==> config.mk <==
export PLATFORM = sky130hd
export DESIGN_NAME = tx_byte_fifo_flat
export DESIGN_NICKNAME = d
export VERILOG_FILES = /design/src/rtl/tx_byte_fifo_pkg.sv /design/src/rtl/tx_byte_fifo_if.sv /design/src/rtl/tx_byte_fifo_ram.sv /design/src/rtl/tx_byte_fifo.sv /design/src/flat_wrapper.sv
export SDC_FILE = /design/constraint.sdc
export NUM_CORES = 1
export LEC_CHECK = 0
export CAP_MARGIN = 25
export CORE_MARGIN = 4
export CORE_UTILIZATION = 40
export DETAILED_ROUTE_END_ITERATION = 12
export PLACE_DENSITY = 0.65
export SYNTH_ARGS = -nofsm -noshare
export SYNTH_HDL_FRONTEND = slang
export SYNTH_SLANG_ARGS = --single-unit
==> constraint.sdc <==
create_clock -name clk -period 4.08 [get_ports clk]
set_clock_uncertainty 0.05 [all_clocks]
set_input_delay 0.816 -clock clk [delete_from_list [all_inputs] [get_ports clk]]
set_output_delay 0.816 -clock clk [all_outputs]
set_load 0.005 [all_outputs]
==> src/rtl/tx_byte_fifo_pkg.sv <==
// Shared constants and helpers for the UART byte FIFOs (TX and RX paths).
package tx_byte_fifo_pkg;

   localparam int FIFO_WIDTH      = 8;
   localparam int FIFO_DEPTH_LOG2 = 4;
   localparam int FIFO_AFULL_LVL  = 12;

   typedef logic [FIFO_WIDTH-1:0] fifo_byte_t;

   // Ceiling log2, used to size RAM addresses from a depth.
   function automatic int clogb2(input int value);
      int r;
      r = 0;
      while ((1 << r) < value) begin
         r = r + 1;
      end
      return r;
   endfunction

endpackage

==> src/rtl/tx_byte_fifo_if.sv <==
// Producer/serializer-facing bus of the TX byte FIFO.
interface tx_byte_fifo_if import tx_byte_fifo_pkg::*; #(
   parameter int P_WIDTH      = FIFO_WIDTH,
   parameter int P_DEPTH_LOG2 = FIFO_DEPTH_LOG2
) ();

   logic                    wr_en;
   logic [P_WIDTH-1:0]      wr_data;
   logic                    full;
   logic                    almost_full;
   logic                    rd_en;
   logic [P_WIDTH-1:0]      rd_data;
   logic                    empty;
   logic [P_DEPTH_LOG2:0]   count;
   logic                    overflow;
   logic                    underflow;
   logic                    err_clr;

   // Producer + serializer side.
   modport master (
      output wr_en, wr_data, rd_en, err_clr,
      input  full, almost_full, rd_data, empty, count, overflow, underflow
   );

   // FIFO side.
   modport slave (
      input  wr_en, wr_data, rd_en, err_clr,
      output full, almost_full, rd_data, empty, count, overflow, underflow
   );

endinterface

==> src/rtl/tx_byte_fifo_ram.sv <==
// Simple dual-port RAM: one write port, one registered read port whose
// output holds until the next read enable.
module tx_byte_fifo_ram import tx_byte_fifo_pkg::*; #(
   parameter int P_WIDTH = FIFO_WIDTH,
   parameter int P_DEPTH = 1 << FIFO_DEPTH_LOG2
) (
   input  logic                        clk,
   input  logic                        rst,
   input  logic                        we,
   input  logic [clogb2(P_DEPTH)-1:0]  waddr,
   input  logic [P_WIDTH-1:0]          wdata,
   input  logic                        re,
   input  logic [clogb2(P_DEPTH)-1:0]  raddr,
   output logic [P_WIDTH-1:0]          q
);

   logic [P_WIDTH-1:0] mem [P_DEPTH];

   // Write port; storage itself is never reset.
   always_ff @(posedge clk) begin
      if (we) begin
         mem[waddr] <= wdata;
      end
   end

   // Registered read; a same-address write in the same cycle returns old data.
   always_ff @(posedge clk) begin
      if (rst) begin
         q <= '0;
      end else if (re) begin
         q <= mem[raddr];
      end
   end

endmodule

==> src/rtl/tx_byte_fifo.sv <==
// TX byte FIFO in front of the RS-232 serializer: pointers, occupancy
// counter and sticky error flags around a dual-port RAM. Reads are
// registered (non-fall-through) and rd_data holds until the next pop.
module tx_byte_fifo import tx_byte_fifo_pkg::*; #(
   parameter int P_WIDTH      = FIFO_WIDTH,
   parameter int P_DEPTH_LOG2 = FIFO_DEPTH_LOG2,
   parameter int P_AFULL_LVL  = FIFO_AFULL_LVL
) (
   input logic           clk,
   input logic           rst,
   tx_byte_fifo_if.slave bus
);

   localparam int DEPTH = 1 << P_DEPTH_LOG2;
   localparam int CNT_W = P_DEPTH_LOG2 + 1;
   localparam logic [CNT_W-1:0] CNT_FULL  = CNT_W'(DEPTH);
   localparam logic [CNT_W-1:0] CNT_AFULL = CNT_W'(P_AFULL_LVL);

   logic [P_DEPTH_LOG2-1:0] wp;
   logic [P_DEPTH_LOG2-1:0] rp;
   logic [CNT_W-1:0]        count_q;
   logic                    ovf_q;
   logic                    unf_q;
   logic [P_WIDTH-1:0]      rd_q;

   logic is_empty;
   logic is_full;
   logic pop_ok;
   logic push_ok;
   logic push_rej;
   logic pop_rej;
   logic ram_we;
   logic ram_re;

   // Status decodes come only from the registered count, never from pointers.
   assign is_empty = (count_q == '0);
   assign is_full  = (count_q == CNT_FULL);

   // A push into a full FIFO still succeeds when a pop frees a slot that cycle.
   assign pop_ok   = bus.rd_en && !is_empty;
   assign push_ok  = bus.wr_en && (!is_full || pop_ok);
   assign push_rej = bus.wr_en && !push_ok;
   assign pop_rej  = bus.rd_en && is_empty;

   // Requests arriving during reset are ignored.
   assign ram_we = push_ok && !rst;
   assign ram_re = pop_ok && !rst;

   tx_byte_fifo_ram #(
      .P_WIDTH (P_WIDTH),
      .P_DEPTH (DEPTH)
   ) u_ram (
      .clk   (clk),
      .rst   (rst),
      .we    (ram_we),
      .waddr (wp),
      .wdata (bus.wr_data),
      .re    (ram_re),
      .raddr (rp),
      .q     (rd_q)
   );

   // Read/write pointers, natural binary wrap.
   always_ff @(posedge clk) begin
      if (rst) begin
         wp <= '0;
         rp <= '0;
      end else begin
         if (push_ok) begin
            wp <= wp + 1'b1;
         end
         if (pop_ok) begin
            rp <= rp + 1'b1;
         end
      end
   end

   // Occupancy: moves only when exactly one of push/pop is accepted.
   always_ff @(posedge clk) begin
      if (rst) begin
         count_q <= '0;
      end else if (push_ok && !pop_ok) begin
         count_q <= count_q + 1'b1;
      end else if (pop_ok && !push_ok) begin
         count_q <= count_q - 1'b1;
      end
   end

   // Sticky error flags; a new error in the clear cycle keeps the flag set.
   always_ff @(posedge clk) begin
      if (rst) begin
         ovf_q <= 1'b0;
         unf_q <= 1'b0;
      end else begin
         if (push_rej) begin
            ovf_q <= 1'b1;
         end else if (bus.err_clr) begin
            ovf_q <= 1'b0;
         end
         if (pop_rej) begin
            unf_q <= 1'b1;
         end else if (bus.err_clr) begin
            unf_q <= 1'b0;
         end
      end
   end

   assign bus.rd_data     = rd_q;
   assign bus.count       = count_q;
   assign bus.empty       = is_empty;
   assign bus.full        = is_full;
   assign bus.almost_full = (count_q >= CNT_AFULL);
   assign bus.overflow    = ovf_q;
   assign bus.underflow   = unf_q;

endmodule
==> src/flat_wrapper.sv <==
// flat-port wrapper written by rule: the top's interface ports become plain ports
module tx_byte_fifo_flat import tx_byte_fifo_pkg::*;
#(
   parameter int P_WIDTH      = FIFO_WIDTH,
   parameter int P_DEPTH_LOG2 = FIFO_DEPTH_LOG2,
   parameter int P_AFULL_LVL  = FIFO_AFULL_LVL
)
  (clk, rst, bus_wr_en, bus_wr_data, bus_rd_en, bus_err_clr, bus_full, bus_almost_full, bus_rd_data, bus_empty, bus_count, bus_overflow, bus_underflow);
  tx_byte_fifo_if #(.P_WIDTH(P_WIDTH), .P_DEPTH_LOG2(P_DEPTH_LOG2)) bus_i ();
  input logic clk;
  input logic rst;
  input wire logic [$bits(bus_i.wr_en)-1:0] bus_wr_en;
  input wire logic [$bits(bus_i.wr_data)-1:0] bus_wr_data;
  input wire logic [$bits(bus_i.rd_en)-1:0] bus_rd_en;
  input wire logic [$bits(bus_i.err_clr)-1:0] bus_err_clr;
  output wire logic [$bits(bus_i.full)-1:0] bus_full;
  output wire logic [$bits(bus_i.almost_full)-1:0] bus_almost_full;
  output wire logic [$bits(bus_i.rd_data)-1:0] bus_rd_data;
  output wire logic [$bits(bus_i.empty)-1:0] bus_empty;
  output wire logic [$bits(bus_i.count)-1:0] bus_count;
  output wire logic [$bits(bus_i.overflow)-1:0] bus_overflow;
  output wire logic [$bits(bus_i.underflow)-1:0] bus_underflow;
  assign bus_i.wr_en = bus_wr_en;
  assign bus_i.wr_data = bus_wr_data;
  assign bus_i.rd_en = bus_rd_en;
  assign bus_i.err_clr = bus_err_clr;
  assign bus_full = bus_i.full;
  assign bus_almost_full = bus_i.almost_full;
  assign bus_rd_data = bus_i.rd_data;
  assign bus_empty = bus_i.empty;
  assign bus_count = bus_i.count;
  assign bus_overflow = bus_i.overflow;
  assign bus_underflow = bus_i.underflow;
  tx_byte_fifo #(.P_WIDTH(P_WIDTH), .P_DEPTH_LOG2(P_DEPTH_LOG2), .P_AFULL_LVL(P_AFULL_LVL)) u_core (.clk(clk), .rst(rst), .bus(bus_i));
endmodule
==> summary.md <==
| Metric | Value |
|---|---|
| Run status | `completed` |
| Count of unique library cells instantiated by Yosys | `35` |
| Floorplan die height | `~130 µm` |
| Summed negative setup slack over all endpoints | `0 ns` |
| Register area share after synthesis | `71.0%` |
| DP Wirelength | `roughly 8500 µm` |
| Register-to-register setup slack | `around 1.2 ns` |
| Top-Level Pins | `31` |
| Share of synthesized area spent on multiplexers | `a little under an eighth` |
| Synthesized-area fraction occupied by xor and xnor cells | `around 1.3%` |
| Post-Synthesis Net Count | `just over 400` |
| Cells traversed along the worst timing path | `clkdlybuf4s50_1 -> inv_1 -> a31oi_2 -> buf_4 -> ha_1 -> inv_1 -> ha_1 -> a21o_1 -> a21oi_1 -> mux2i_1 -> mux2_2` |
| Reg-to-Reg Start | `u_core.bus.count[1]$_SDFFE_PP0P_` |
| Final number of hold-violating endpoints | `0` |
| Worst hold path endpoint | `u_core.u_ram.q[6]$_SDFFE_PP0P_` |
| NumNets Final | `444` |
| WL/cell | `21.4 µm` |
| Core region area | `14700 µm²` |
| Layout area overhead | `16.7%` |
| Leading cell types in the layout, fill and taps excluded | `128 x edfxtp_1, 48 x nor2_1, 47 x mux2i_1` |
| Yosys warning total | `0` |
| Via/cell ratio | `between 5 and 6` |
| Port-buffer cells | `30` |
| Cell area after synthesis | `~6100 µm²` |
| Via count of the first global-routing pass | `roughly 3500` |
| Worst setup path class | `in2reg` |
| Library cell used as clock root buffer | `clkbuf_16` |
| Post-cts gate resize count | `0` |
| Total congestion overflow after global routing | `0` |
| Least-Margin Pin Slew | `roughly 0.9 ns` |
| Synthesized-area fraction occupied by ao, oa, aoi and oai cells | `5.65%` |
| Hold/Removal Path Class | `reg2reg` |
| Endpoint of the lowest-slack register-to-register path | `u_core.bus.count[4]$_SDFFE_PP0P_` |
| Max clock buf depth | `2` |
| GRT Overall Usage | `~16%` |
| Worst reg2reg path depth | `10` |
| CTS H-tree depth | `4` |
| Number of antenna violations at the first check in global routing | `0` |
| Number of buffers inserted to repair setup after CTS | `0` |
| Critical Path Max Stage Delay | `~0.48 ns` |
| Leakage component of the power | `roughly 2.2 nW` |
| Average size of a mapped cell | `15.9 µm²` |
| Dominant combinational cell family by area after synthesis | `multiplexers` |
| Maximum number of pins on one net before global-route repair | `39` |
| Origin of the worst min-delay path | `u_core.u_ram.q[6]$_SDFFE_PP0P_` |
| Maximum clock frequency | `approximately 0.33 GHz` |
| Min Hold Slack | `0.459 ns` |
| Most frequent standard cell in the layout excluding fill and tap cells | `edfxtp_1` |
| Data arrival at the endpoint of the critical path | `between 3 and 4 ns` |
| Number of DRC violations after detailed-routing iteration 0 | `231` |
| Slowest library cell on the worst path | `clkdlybuf4s50_1` |
| Number of antenna-violating nets in the routed design | `0` |
| Number of max-capacitance violations reported | `0` |
| Clock latency at the later pin of the worst-skew pair | `about 0.42 ns` |
| Synthesized-area fraction occupied by adder cells | `under 10%` |
| Overall die width | `131 µm` |
| Post-CTS clock slew at the launch and capture registers of the worst setup and hold paths | `0.06 ns` |
| Maximum fanout along the worst path | `9` |
| Share of the clock period used by the worst path | `75.0%` |
| Sum of buffers and inverters on the critical path | `4` |
| Top Family by Delay on Critical Path | `buffers and inverters` |
| Maximum vdd ir drop | `between 300 and 400 µV` |
| Worst setup path start | `bus_rd_en` |
| Mapped Cells | `between 300 and 400` |
| Cell count of the worst hold path | `2` |
| Fin. max-slew vios | `0` |
| Data required time of the worst path | `approximately 4.3 ns` |
| Initial DRT Pass Iterations | `4` |
| Share of post-route cells with drive strength above 1 | `about 11%` |
| Total via count in the routed design | `~3400` |
| Count of final setup violators | `0` |
| Number of clock sinks | `around 150` |
| Pwr dens | `572 nW/µm²` |
| Weighted congestion reported at the end of routability-driven placement | `about 0.80` |
| Startpoint type of the worst setup path | `primary input` |
| Wire length of the first global-routing pass | `just over 20000 µm` |
| Detailed Route WL | `13200 µm` |
| Die area | `roughly 17000 µm²` |
| Final Critical Period | `slightly above 3 ns` |
| Total DRC errors in the routed layout | `0` |
| Synthesized flop and latch total | `~150` |
| Hold_buf cts | `0` |
| Post-Synth Simple-Gate Area | `under 10%` |
| Starting utilization of the core area | `41.2%` |
| CTS tree | `built` |
| Std cell rows | `44` |
| Max-slew headroom | `approximately two fifths` |
| Type of element capturing the critical path | `flip-flop` |
| Clock buffers created by TritonCTS | `17` |
| Number of antenna diodes | `0` |
| RSZ-0062 raised after global routing | `false` |
worst max-delay path by stage:
stage / end / cells after the start
floorplan: u_core.bus.count[4]$_SDFFE_PP0P_ / 10
global placement: u_core.bus.count[4]$_SDFFE_PP0P_ / 11
detailed placement: u_core.bus.count[4]$_SDFFE_PP0P_ / 11
CTS: u_core.bus.count[4]$_SDFFE_PP0P_ / 11
global route: u_core.bus.count[4]$_SDFFE_PP0P_ / 11
finish: u_core.bus.count[4]$_SDFFE_PP0P_ / 11
where the power goes:
group / internal, mW / switching, mW
sequential: 1.75 / 0.114
combinational: 0.386 / 0.401
clock: 0.805 / 0.586
Yosys cell counts:
library cell	number	area, µm²
a2111oi_1	6	60.1
dfxtp_1	23	460
xor2_1	7	61.3
nor3_1	2	10.0
inv_1	12	45.0
nor2b_1	2	12.5
a22oi_1	3	22.5
nand3_1	2	10.0
or3_1	2	12.5
nor4_4	1	21.3
buf_2	4	20.0
buf_6	2	22.5
fa_1	1	20.0
nor2_1	48	180
a21oi_2	1	8.76
a21o_1	1	7.51
clkbuf_1	4	15.0
nand4_1	2	12.5
mux2i_1	47	470
buf_1	1	3.75
a21oi_1	5	25.0
a31oi_2	1	12.5
o22ai_1	22	138
xnor2_1	2	17.5
buf_4	5	37.5
and2_1	1	6.26
nand2_1	12	45.0
a211oi_1	8	60.1
nand3b_1	3	22.5
or3b_2	1	8.76
edfxtp_1	128	3840
a32oi_1	1	8.76
ha_1	10	125
mux4_2	10	225
mux2_2	1	11.3
sequential cells by signal, indices dropped and copies added (netlist names):
name / cells
u_core.wp: 4
u_core.bus.count: 5
u_core.bus.underflow: 1
u_core.u_ram.mem: 128
u_core.bus.overflow: 1
u_core.rp: 4
u_core.u_ram.q: 8
logic make-up (layout without fill, tap and decap cells):
| group | count (synthesis) | after routing |
|---|---|---|
| compound gates | 48 | 48 |
| buf+inv | 28 | 80 |
| fa+ha+maj | 11 | 11 |
| simple gates | 76 | 76 |
| xor+xnor | 9 | 9 |
| mux | 58 | 58 |
| flops | 151 | 151 |
tightest hold or removal path, stage by stage (launching register included):
cell and delay (ns):
dfxtp_1 0.31, nor2_1 0.10, a211oi_1 0.05
area by class of cell:
class | count | area, µm²
Timing Repair Buffer | 36 | 358
Multi-Input combinational cell | 202 | 1620
Clock buffer | 24 | 472
Tap cell | 184 | 230
Clock inverter | 8 | 51.3
Fill cell | 1230 | 7620
Sequential cell | 151 | 4310
Inverter | 12 | 45.0
metrics by stage:
step | power [mW] | utilization, % | cells | setup slack, ns | area, µm²
6_report | 4.04 | 48.1 | 617 | 1.02 | 7080
3_5_place_dp | 2.69 | 44.6 | 585 | 0.621 | 6550
5_1_grt | 4.22 | 48.1 | 617 | 0.909 | 7080
3_3_place_gp | 2.67 | 44.6 | 585 | 0.693 | 6550
4_1_cts | 4.07 | 48.1 | 617 | 1.06 | 7080
2_1_floorplan | 2.35 | - | 381 | 1.16 | 6060
layer usage:
layer	track usage (%)	vias to the layer above	part of all wire (%)
li1	-	1541	-
met4	7.29	0	1.9
met1	21.0	1707	42
met3	3.06	18	5.7
met5	0	-	0
met2	25.9	86	50
Power figures use the tool's default switching activity.
